--- src/rtl/imem_loader.sv ---
// imem_loader: byte-stream program loader for the instruction memory.
// Holds the core in reset until a complete load session succeeds.
//
// Ports:
//   clk, rst                : clock, synchronous active-high reset
//   start                   : pulse that opens a load session (IDLE/DONE/ERR)
//   rx_data/rx_valid/rx_ready : byte stream handshake
//   imem_we/imem_addr/imem_wdata : instruction memory write port
//   cpu_rst_n               : core reset, released only in DONE
//   busy/done/error         : session status
//
// Optional feature macro: IMEM_LOADER_CHECKSUM_EN adds a trailing 32-bit
// wrap-around checksum over all words and the CHK state.
module imem_loader #(
    parameter int          ADDR_WIDTH = 10,
    parameter logic [31:0] BASE_ADDR  = 32'h0000_0000
) (
    input  logic        clk,
    input  logic        rst,
    input  logic        start,
    input  logic [7:0]  rx_data,
    input  logic        rx_valid,
    output logic        rx_ready,
    output logic        imem_we,
    output logic [31:0] imem_addr,
    output logic [31:0] imem_wdata,
    output logic        cpu_rst_n,
    output logic        busy,
    output logic        done,
    output logic        error
);

`ifdef IMEM_LOADER_CHECKSUM_EN
    typedef enum logic [2:0] {
        S_IDLE, S_LEN, S_DATA, S_FLUSH, S_CHK, S_DONE, S_ERR
    } state_t;
`else
    typedef enum logic [2:0] {
        S_IDLE, S_LEN, S_DATA, S_FLUSH, S_DONE, S_ERR
    } state_t;
`endif

    localparam logic [32:0] MAX_WORDS = 33'd1 << ADDR_WIDTH;
    localparam logic [ADDR_WIDTH:0] IDX_ONE = (ADDR_WIDTH+1)'(1);

    state_t                r_state;
    state_t                w_next;
    logic [1:0]            r_byte_cnt;
    logic [15:0]           r_len;
    logic [ADDR_WIDTH:0]   r_word_idx;
    logic [23:0]           r_shift;
    logic                  r_we;
    logic [31:0]           r_addr;
    logic [31:0]           r_wdata;
`ifdef IMEM_LOADER_CHECKSUM_EN
    logic [31:0]           r_sum;
`endif

    logic                  w_take;
    logic                  w_start_ok;
    logic [31:0]           w_word;
    logic [15:0]           w_len_full;
    logic                  w_len_big;
    logic                  w_last_word;
    logic                  w_last_byte;

    // Bytes arrive LSB first, so each new byte lands in the top lane and
    // the previously collected bytes sit below it.
    assign w_word      = {rx_data, r_shift};
    assign w_len_full  = {rx_data, r_len[7:0]};
    assign w_len_big   = {17'd0, w_len_full} > MAX_WORDS;
    assign w_last_word = (33'(r_word_idx) + 33'd1) == {17'd0, r_len};
    assign w_last_byte = (r_byte_cnt == 2'd3);
    assign w_take      = rx_valid && rx_ready;
    assign w_start_ok  = start && (r_state == S_IDLE ||
                                   r_state == S_DONE ||
                                   r_state == S_ERR);

    always_ff @(posedge clk) begin
        if (rst) begin
            r_state <= S_IDLE;
        end else begin
            r_state <= w_next;
        end
    end

    always_comb begin
        w_next = r_state;
        unique case (r_state)
            S_IDLE: begin
                if (start) w_next = S_LEN;
            end
            S_LEN: begin
                if (w_take && r_byte_cnt[0]) begin
                    if (w_len_big) begin
                        w_next = S_ERR;
                    end else if (w_len_full == 16'd0) begin
`ifdef IMEM_LOADER_CHECKSUM_EN
                        w_next = S_CHK;
`else
                        w_next = S_DONE;
`endif
                    end else begin
                        w_next = S_DATA;
                    end
                end
            end
            S_DATA: begin
                if (w_take && w_last_byte && w_last_word) w_next = S_FLUSH;
            end
            S_FLUSH: begin
`ifdef IMEM_LOADER_CHECKSUM_EN
                w_next = S_CHK;
`else
                w_next = S_DONE;
`endif
            end
`ifdef IMEM_LOADER_CHECKSUM_EN
            S_CHK: begin
                if (w_take && w_last_byte) begin
                    w_next = (w_word == r_sum) ? S_DONE : S_ERR;
                end
            end
`endif
            S_DONE, S_ERR: begin
                if (start) w_next = S_LEN;
            end
            default: w_next = S_IDLE;
        endcase
    end

    always_ff @(posedge clk) begin
        if (rst) begin
            r_byte_cnt <= 2'd0;
            r_len      <= 16'd0;
            r_word_idx <= '0;
            r_shift    <= 24'd0;
            r_we       <= 1'b0;
            r_addr     <= BASE_ADDR;
            r_wdata    <= 32'd0;
`ifdef IMEM_LOADER_CHECKSUM_EN
            r_sum      <= 32'd0;
`endif
        end else begin
            r_we <= 1'b0;
            if (w_start_ok) begin
                r_byte_cnt <= 2'd0;
                r_word_idx <= '0;
`ifdef IMEM_LOADER_CHECKSUM_EN
                r_sum      <= 32'd0;
`endif
            end
            if (w_take) begin
                r_shift    <= w_word[31:8];
                r_byte_cnt <= r_byte_cnt + 2'd1;
                if (r_state == S_LEN) begin
                    if (!r_byte_cnt[0]) begin
                        r_len[7:0] <= rx_data;
                    end else begin
                        // Length done: data words start at byte 0.
                        r_len      <= w_len_full;
                        r_byte_cnt <= 2'd0;
                    end
                end
                if (r_state == S_DATA && w_last_byte) begin
                    r_we       <= 1'b1;
                    r_wdata    <= w_word;
                    r_addr     <= BASE_ADDR + (32'(r_word_idx) << 2);
                    r_word_idx <= r_word_idx + IDX_ONE;
`ifdef IMEM_LOADER_CHECKSUM_EN
                    r_sum      <= r_sum + w_word;
`endif
                end
            end
        end
    end

`ifdef IMEM_LOADER_CHECKSUM_EN
    assign rx_ready = (r_state == S_LEN) || (r_state == S_DATA) ||
                      (r_state == S_CHK);
    assign busy     = rx_ready || (r_state == S_FLUSH);
`else
    assign rx_ready = (r_state == S_LEN) || (r_state == S_DATA);
    assign busy     = rx_ready || (r_state == S_FLUSH);
`endif

    assign imem_we    = r_we;
    assign imem_addr  = r_addr;
    assign imem_wdata = r_wdata;
    assign done       = (r_state == S_DONE);
    assign error      = (r_state == S_ERR);
    assign cpu_rst_n  = (r_state == S_DONE);

endmodule

--- config.mk ---
export PLATFORM = sky130hd
export DESIGN_NAME = imem_loader
export DESIGN_NICKNAME = d
export VERILOG_FILES = /design/src/rtl/imem_loader.sv
export SDC_FILE = /design/constraint.sdc
export NUM_CORES = 1
export LEC_CHECK = 0
export BUFFER_PORTS_ARGS = -buffer_cell sky130_fd_sc_hd__buf_2
export CORE_MARGIN = 3
export CORE_UTILIZATION = 50
export CTS_CLUSTER_SIZE = 10
export DETAILED_ROUTE_END_ITERATION = 8
export PLACE_DENSITY = 0.76
export SYNTH_ARGS = -nofsm -noshare
export SYNTH_HDL_FRONTEND = slang
export SYNTH_SLANG_ARGS = --single-unit
--- constraint.sdc ---
create_clock -name clk -period 1.8 [get_ports clk]
set_clock_uncertainty 0.2 [all_clocks]
set_input_delay 0.18 -clock clk [delete_from_list [all_inputs] [get_ports clk]]
set_output_delay 0.18 -clock clk [all_outputs]
set_load 0.02 [all_outputs]
Word-level counts from Yosys, hierarchy flattened
Cells that the tools add are included.
- flip-flop bits (word level): 100
- output and inout port bits: 70
- logic and storage cells: 58
- input bits: 12
- $lt $le $gt $ge: 1
- multiplexer cells: 14
- add/sub/neg operators: 3
- equal/unequal tests: 10
- bitwise gates (word level): 2
- reduce and logical (&&, ||, !) cells: 19
- operators with widths (kind ; count):
    $mux W11 ; 3
    $eq A12 B16 Y1 ; 1
    $gt A16 B11 Y1 const B ; 1
    $logic_not A16 Y1 ; 1
    $mux W3 ; 5
    $add A11 B1 Y12 const B ; 1
    $pmux W3 S4 ; 1
    $add A11 B1 Y11 const B ; 1
    $reduce_and A3 Y1 ; 3
    $mux W2 ; 4
    $eq A3 B2 Y1 const B ; 2
    $eq A3 B3 Y1 const B ; 2
    $logic_and A1 B1 Y1 ; 6
    $logic_or A1 B1 Y1 ; 4
    $ne A2 B2 Y1 const B ; 2
    $eq A3 B1 Y1 const B ; 1
    $logic_not A3 Y1 ; 1
    $reduce_or A3 Y1 ; 1
    $add A2 B1 Y2 const B ; 1
    $eq A2 B2 Y1 const B ; 1
    $ne A2 B1 Y1 const B ; 1
    $not A1 Y1 ; 2
    $reduce_and A2 Y1 ; 1
    $reduce_bool A2 Y1 ; 1
    2 further kinds ; 2

Longest topological paths before layout
Gate-level depths: netlist of run 1.
- word-level depth: 7
- depth in mapped cells: 9

Worst setup path before layout of run 1
Ideal clock, no wire load.
- kind: flip-flop to flip-flop
- start point: register r_word_idx[1]
- end point: register r_state[0]
- arrival time: 1.603 ns
- setup time: 0.130 ns
- setup slack: -0.133 ns
- stages on the path, launching flop included: 9
- period minus slack after synthesis: 1.933 ns
- cells stage by stage: dfxtp_1 > ha_1 > buf_4 > nand3_2 > nor3_4 > mux2i_1 > o311ai_2 > o2111ai_1 > o22ai_2
- longest elaborated chain between the ends: 5
- ends and longest elaborated chain (element ; RTL line ; text):
    from (decl) ; 50 ; logic [ADDR_WIDTH:0] r_word_idx;
    from (signal assigned) ; 169 ; r_word_idx <= r_word_idx + IDX_ONE;
    $add A11 B1 Y12 ; 72 ; assign w_last_word = (33'(r_word_idx) + 33'd1) == {17'd0, r_len};
    $eq A12 B16 Y1 ; 72 ;
    $logic_and A1 B1 Y1 ; 109 ; if (w_take && w_last_byte && w_last_word) w_next = S_FLUSH;
    $ne A2 B2 Y1 (no source line) ; - ;
    $reduce_and A3 Y1 (no source line) ; - ;
    to (signal assigned) ; 83 ; r_state <= w_next;
    to (decl) ; 46 ; state_t r_state;
Every way passes these cells.
A chain may end at the register's enable or synchronous reset.

Final worst setup path of run 1
- start point: register r_len[5]
- end point: register r_state[2]
- longest elaborated chain between the ends: 5
- ends and longest elaborated chain (element ; RTL line ; text):
    from (decl) ; 49 ; logic [15:0] r_len;
    from (signal assigned) ; 158 ; r_len[7:0] <= rx_data;
    from (signal assigned) ; 161 ; r_len <= w_len_full;
    parallel branches: the longest is 5 deep, another holds $gt A16 B11 Y1 ; - ;
Parallel ways; which one is timed is not known. The select of a mux whose other input is x is not followed.

==> flow_metrics.py, run 1 <==
metrics = {
    "drt": {
        "routed_wl_mm": 11.5,
        "drtAntennaViolNets": 0,
        "wire_per_inst_um": 15.1,
        "drt_iter0_drc": 290,
        "detail_route.vias_per_cell": 5.38,
        "drcViolationCount": 0,
        "routed-via-count": 4114,
        "first_pass_iteration_count_of_the_detailed_router": 5,
    },
    "floorplanning": {
        "die-width_um": 100,
        "die-height_um": 100,
        "placementRows": 33,
        "design.die.area_um2": 10000,
        "floorplan.initialDensity": 0.527,
        "core_um2": 8420,
        "top_level_ports": 82,
    },
    "cells_and_area": {
        "antenna-diode-count": 0,
        "area_growth_syn_to_layout_pct": 23.8,
        "nNetsFinal": 670,
        "drive_above_1_share": 0.258,
        "final_layout_fill_cell_count": 710,
        "instances_no_fill": 764,
    },
    "power_and_ir_drop": {
        "power-per-cell-area_nw_per_um2": 913,
        "vdd_ir_drop_max_mv": 0.467,
        "static-leakage-power_nw": 2.28,
    },
    "clocking": {
        "clock-sinks": 100,
        "count_of_h_tree_levels_built_during_cts": 3,
        "clk-insertion-delay-late_ns": 0.38,
        "cts_tree": "built",
        "total_clock_buffers_created_by_cts": 9,
        "clock_path_buffers": 2,
        "root_buffer": "sky130_fd_sc_hd__clkbuf_8",
        "register_clock_pin_slew_on_the_reported_worst_setup_and_hold_paths_ns": 0.10,
    },
    "grt": {
        "global_route.usage.met1": 0.301,
        "grt_most_used_layer": "met2",
        "grt-ovfl-total": 0,
        "globalRouteTotalUtil": 0.224,
        "first_pass_grt_wire_length_mm": 18.1,
        "grt_antenna_before_repair": 0,
        "gr-usage-met2": 0.357,
        "largest_net_degree_at_the_start_of_global_routing": 49,
        "grt_pass1_vias": 3835,
        "grtUsageMet3": 0.0410,
    },
    "timing": {
        "setup_viol": 5,
        "rsz0062_at_grt": "yes",
        "timing.final.crit_share": 1.09,
        "clock.fmax_mhz": 510,
        "final_max_slew_viol_count": 0,
        "hold_viol": 0,
        "worst_slack_ns": -0.159,
        "clock_period_minus_worst_slack_ns": 1.96,
    },
    "logic_synthesis": {
        "post_synth_and_or_nand_nor_area_fraction": 0.242,
        "yosys.cell_types.count": 49,
        "post_synthesis_xor_xnor_area_fraction": 0.0316,
        "yosys.area_share.adder": 0.00846,
        "synth_top_area_frac": 0.451,
        "synth_top_cells_by_area": "sky130_fd_sc_hd__dfxtp_1 45%, sky130_fd_sc_hd__nand2_1 13%, sky130_fd_sc_hd__a21oi_1 9.5%",
        "synth_enable_flop_cells": 0,
        "synthMuxAreaShare": 0.0361,
        "synthesis.instances": 556,
        "synthesis.yosys.warnings": 0,
        "yosys_register_bits": 100,
        "postSynth.asyncResetShare": 0,
        "synth_ff_type": "sky130_fd_sc_hd__dfxtp_1",
        "yosysSeqAreaShare": 0.451,
        "synth_area_in_compound_gates": 0.145,
        "synth_top_family_by_area": "simple AND/OR/NAND/NOR gates",
        "netlist.top_cell.by_area": "sky130_fd_sc_hd__dfxtp_1",
        "synth_area_um2": 4440,
        "synth.avg_cell_area_um2": 7.98,
    },
    "run": {
        "max-cap-violations": 0,
    },
    "run_status": {
        "run_status": "complete, but fails checks",
        "failing_checks": "negative setup slack",
    },
    "placed_design": {
        "place_congestion": 0.946,
        "placement.io_buffers": 60,
        "place_worst_setup_slack_ns": -0.116,
        "placed_cells": 736,
        "post-dp-hpwl_mm": 8.09,
    },
    "worst_setup_path": {
        "worst-r2r-cell-count": 6,
        "cpMaxStageDelayCell": "sky130_fd_sc_hd__dfxtp_1",
        "critical_path.max_fanout": 3,
        "crit_path_end_kind": "flip-flop",
        "data_required_critical_path_ns": 1.85,
        "worstPathArrival_ns": 2.01,
        "start_kind": "flip-flop",
        "cp_cell_sequence": "nor4_1 > nand3_1 > mux2i_1 > or3_1 > nand4_1 > o32ai_1",
        "worst_path_largest_cell_delay_ns": 0.38,
        "crit_type": "reg2reg",
    },
    "worst_hold_path": {
        "holdPathStages": 2,
        "hold_path_class": "in2reg",
    },
}
## kinds of logic (layout without fill, tap and decap cells)
group / count (synthesis) / after routing
adders and majority gates: 3 / 3
and+or+nand+nor: 240 / 240
xor gates and xnor gates: 16 / 16
buffers and inverters: 69 / 152
other: 1 / 21
muxes: 16 / 16
AOI/OAI and AO/OA: 111 / 111
DFF: 100 / 100
## Yosys cell counts, drive strengths merged (2+ instances only)
cell type / number
and2: 2
and4: 3
nand3b: 2
nand2: 150
o311ai: 3
nor2: 37
o211a: 2
nand2b: 3
mux2i: 16
inv: 8
a41oi: 3
nor3: 13
nand3: 8
nand4: 5
nor2b: 2
nor4: 5
a211oi: 3
a21oi: 84
xor2: 8
buf: 40
or3: 3
dfxtp: 100
o2111ai: 2
xnor2: 8
and3: 2
o21ai: 8
ha: 3
clkbuf: 21
o32ai: 2
## layer usage
metal | vias up | share of wire
met5 | - | 0
met1 | 1901 | 0.44
met3 | 30 | 0.069
li1 | 2020 | -
met2 | 163 | 0.47
met4 | 0 | 0.023
## sequential cells by signal, indices dropped and copies added (netlist names)
name        flops
r_word_idx     11
imem_wdata     32
r_state         3
imem_addr      11
r_len          16
imem_we         1
r_shift        24
r_byte_cnt      2
## timing repair
action,in CTS,in global routing
pin swaps,8,11
gates resized for setup,9,20
setup buffers,2,6
setup endpoints to repair,15,53
hold endpoints to repair,17,0
gates cloned,0,1
hold buffers,6,0
## power breakdown
| group | switching, W | total (W) | internal (W) |
|---|---|---|---|
| combinational | 0.000737 | 0.00124 | 0.000503 |
| clock | 0.000835 | 0.00136 | 0.000530 |
| sequential | 0.000106 | 0.00241 | 0.00230 |
| total | 0.00168 | 0.00501 | 0.00334 |
## cell type report
type | count | area [um^2] | area share
clock buffers | 9 | 124 | 0.0225
clock inverters | 6 | 57.6 | 0.0105
inverters | 8 | 32.5 | 0.00592
multi-input cells | 407 | 2230 | 0.406
flip-flops and latches | 100 | 2020 | 0.367
well taps | 105 | 131 | 0.0239
repair buffers | 129 | 901 | 0.164
## critical path: cells and delay by family (launching register included)
kind	cells	cell delay, ns
AOI/OAI and AO/OA	1	0.09
DFF	1	0.38
muxes	1	0.17
and+or+nand+nor	4	1.01
## worst paths after layout
check,start,end,slack [ns]
max,r_len[5],r_state[2],-0.16
min,rst,r_shift[8],0.02
max reg2reg,r_len[5],r_state[2],-0.16
min reg2reg,imem_addr[5],imem_addr[5],0.26
## layout by cell type, fill, tap and decap left out, types with 3 or more instances in the layout
cell type                       instances
sky130_fd_sc_hd__nand2_1              148
sky130_fd_sc_hd__dfxtp_1               93
sky130_fd_sc_hd__a21oi_1               84
sky130_fd_sc_hd__buf_2                 59
sky130_fd_sc_hd__buf_4                 56
sky130_fd_sc_hd__nor2_1                35
sky130_fd_sc_hd__conb_1                21
sky130_fd_sc_hd__mux2i_1               14
sky130_fd_sc_hd__nor3_1                 9
sky130_fd_sc_hd__clkbuf_8               9
sky130_fd_sc_hd__xnor2_1                8
sky130_fd_sc_hd__xor2_1                 8
sky130_fd_sc_hd__inv_1                  7
sky130_fd_sc_hd__nand3_1                6
sky130_fd_sc_hd__dlygate4sd3_1          6
sky130_fd_sc_hd__o21ai_1                5
sky130_fd_sc_hd__nand4_1                5
sky130_fd_sc_hd__dfxtp_2                5
sky130_fd_sc_hd__nor4_1                 4
sky130_fd_sc_hd__buf_12                 4
sky130_fd_sc_hd__buf_6                  4
sky130_fd_sc_hd__nand2b_1               3
sky130_fd_sc_hd__nor3_4                 3
sky130_fd_sc_hd__o21ai_0                3
## stage by stage
step / TNS, ns / area (um^2) / hold WS [ns] / total power, W / utilization
after floorplan: -0.00942 / 4540 / 0.116 / 0.00316 / -
after detailed placement: -0.237 / 5090 / 0.244 / 0.00357 / 0.605
after CTS: -0.312 / 5380 / 0.000104 / 0.00495 / 0.638
after global routing: -1.31 / 5500 / 0.00638 / 0.00525 / 0.652
final: -0.348 / 5500 / 0.0176 / 0.00501 / 0.652
after global placement: -0.0178 / 5090 / 0.240 / 0.00353 / 0.605
(Power assumes the default switching activity.)
==> inputs of run 2 (changes only) <==
- SKIP_LAST_GASP: unset -> 1
==> run 2 against run 1 <==
  * The run still ends with negative setup slack left
  * Combinational power hardly changed
  * Sequential power about the same
  * Routed wire length about the same
  * Cell count stayed put
  * First-iteration DRC count shrank 1.7%
  * Maximum frequency decreased by 0.20%
  * Via count grew 0.41%
  * Register-to-register slack hardly changed
  * Non-clock buffer count stayed put
  * Hold slack better by 0.0049 ns
  * Clock-buffer cell count is the same
  * Critical endpoint unchanged
==> flow_metrics.py, run 2 (synthesis results as in run 1) <==
metrics = {
    "worst_setup_path": {
        "start_kind": "flip-flop",
        "worst-r2r-cell-count": 6,
        "critPathCapture": "r_state[2]",
        "rr_startpoint": "r_len[5]",
        "crit_path_end_kind": "flip-flop",
        "data_required_critical_path_ns": 1.85,
        "startpoint": "r_len[5]",
        "critical_path.max_fanout": 3,
        "ff_to_ff_setup_slack_ns": -0.16,
        "worstPathArrival_ns": 2.01,
        "crit_type": "reg2reg",
        "rr_endpoint": "r_state[2]",
    },
    "drt": {
        "detail_route.vias_per_cell": 5.41,
        "routed-via-count": 4131,
        "drt_iter0_drc": 285,
        "wire_per_inst_um": 15.1,
        "routed_wl_mm": 11.5,
        "drtAntennaViolNets": 0,
        "first_pass_iteration_count_of_the_detailed_router": 5,
        "drcViolationCount": 0,
    },
    "run_status": {
        "failing_checks": "negative setup slack",
        "run_status": "complete, but fails checks",
    },
    "grt": {
        "grt_antenna_before_repair": 0,
        "grt-ovfl-total": 0,
        "first_pass_grt_wire_length_mm": 18.1,
        "grt_pass1_vias": 3835,
        "largest_net_degree_at_the_start_of_global_routing": 49,
        "globalRouteTotalUtil": 0.224,
    },
    "timing": {
        "timing.final.crit_share": 1.09,
        "hold_viol": 0,
        "clock.fmax_mhz": 509,
        "whs_ns": 0.0224,
        "rsz0062_at_grt": "yes",
        "worst_slack_ns": -0.163,
        "final_max_slew_viol_count": 0,
        "setup_viol": 5,
        "clock_period_minus_worst_slack_ns": 1.96,
    },
    "power_and_ir_drop": {
        "power-per-cell-area_nw_per_um2": 913,
        "clock_power_share": 0.272,
        "portion_of_total_power_attributed_to_sequential_cells": 0.481,
        "vdd_ir_drop_max_mv": 0.464,
        "net_switching_power_of_the_design_w": 0.00168,
        "power_report.internal_total_w": 0.00334,
        "combinationalPowerShare": 0.247,
        "switching_part_of_the_total": 0.335,
        "static-leakage-power_nw": 2.28,
    },
    "cells_and_area": {
        "drive_above_1_share": 0.258,
        "area_growth_syn_to_layout_pct": 23.8,
        "most-common-layout-cells": "148 x sky130_fd_sc_hd__nand2_1, 93 x sky130_fd_sc_hd__dfxtp_1, 84 x sky130_fd_sc_hd__a21oi_1",
        "layout.cells.most_common": "sky130_fd_sc_hd__nand2_1",
        "antenna-diode-count": 0,
        "nNetsFinal": 670,
        "instances_no_fill": 764,
        "flip_flop_count_of_the_largest_register_after_layout": 32,
    },
    "clocking": {
        "count_of_h_tree_levels_built_during_cts": 3,
        "register_clock_pin_slew_on_the_reported_worst_setup_and_hold_paths_ns": 0.10,
        "clock_path_buffers": 2,
        "root_buffer": "sky130_fd_sc_hd__clkbuf_8",
        "clk-insertion-delay-late_ns": 0.37,
        "cts_tree": "built",
        "clock-sinks": 100,
        "total_clock_buffers_created_by_cts": 9,
    },
    "floorplanning": {
        "die-width_um": 100,
        "top_level_ports": 82,
        "die-height_um": 100,
        "placementRows": 33,
        "design.die.area_um2": 10000,
        "floorplan.initialDensity": 0.527,
        "core_um2": 8420,
    },
    "placed_design": {
        "place_congestion": 0.946,
        "place_worst_setup_slack_ns": -0.116,
        "post-dp-hpwl_mm": 8.09,
        "placement.io_buffers": 60,
        "placed_cells": 736,
    },
    "run": {
        "max-cap-violations": 0,
    },
    "worst_hold_path": {
        "hold_path_class": "in2reg",
    },
}
==> run 2: cell counts in the layout (fill, tap and decap cells not counted) <==
No cell type changed its count.
==> run 2: layout make-up <==
type	instances	area, um^2
clock buffers	9	124
clock inverters	6	57.6
fillers	710	2930
inverters	8	32.5
multi-input cells	407	2230
flip-flops and latches	100	2020
well taps	105	131
repair buffers	129	901
==> run 2: worst min-delay path by stage <==
stage,start,end,slack (ns),cells past startpoint
2_1_floorplan,rx_data[0],r_shift[16],0.12,2
5_1_grt,rx_data[1],imem_wdata[25],0.006,4
6_report,rst,r_shift[8],0.02,2
3_5_place_dp,imem_wdata[22],imem_wdata[22],0.24,2
4_1_cts,rst,r_shift[8],0.0001,2
3_3_place_gp,imem_addr[4],imem_addr[4],0.24,2
==> run 2: critical path: stages (launching register included) <==
cell	delay (ns)
sky130_fd_sc_hd__dfxtp_1	0.38
sky130_fd_sc_hd__nor4_1	0.34
sky130_fd_sc_hd__nand3_1	0.19
sky130_fd_sc_hd__mux2i_1	0.17
sky130_fd_sc_hd__or3_1	0.35
sky130_fd_sc_hd__nand4_1	0.13
sky130_fd_sc_hd__o32ai_1	0.09
==> run 2: layer usage <==
layer,vias to the layer above,track usage,part of all wire
met5,-,0,0
met4,0,0.0902,0.022
met3,29,0.0410,0.078
met2,173,0.357,0.47
met1,1903,0.301,0.43
li1,2026,-,-
==> run 2: power by group through the flow <==
stage	Sequential (W)	Combinational (W)	Clock, W
finish	0.00241	0.00124	0.00136
global placement	0.00244	0.00109	0
CTS	0.00240	0.00116	0.00139
detailed placement	0.00245	0.00112	0
global route	0.00242	0.00133	0.00149
floorplan	0.00241	0.000749	0
==> run 2: metrics by stage <==
stage / area, um^2 / setup TNS [ns] / utilization / total power (W)
2_1_floorplan: 4540 / -0.00942 / - / 0.00316
3_3_place_gp: 5090 / -0.0178 / 0.605 / 0.00353
3_5_place_dp: 5090 / -0.237 / 0.605 / 0.00357
4_1_cts: 5380 / -0.312 / 0.638 / 0.00495
5_1_grt: 5500 / -1.31 / 0.652 / 0.00525
6_report: 5500 / -0.349 / 0.652 / 0.00502
==> run 2: what timing repair did <==
item	4_1_cts	5_1_grt
gates resized for setup	9	20
buffers inserted	2	6
pin swaps	8	10
hold endpoints to repair	17	0
cloned	0	1
endpoints found under the setup margin	15	53
hold buffers	6	0
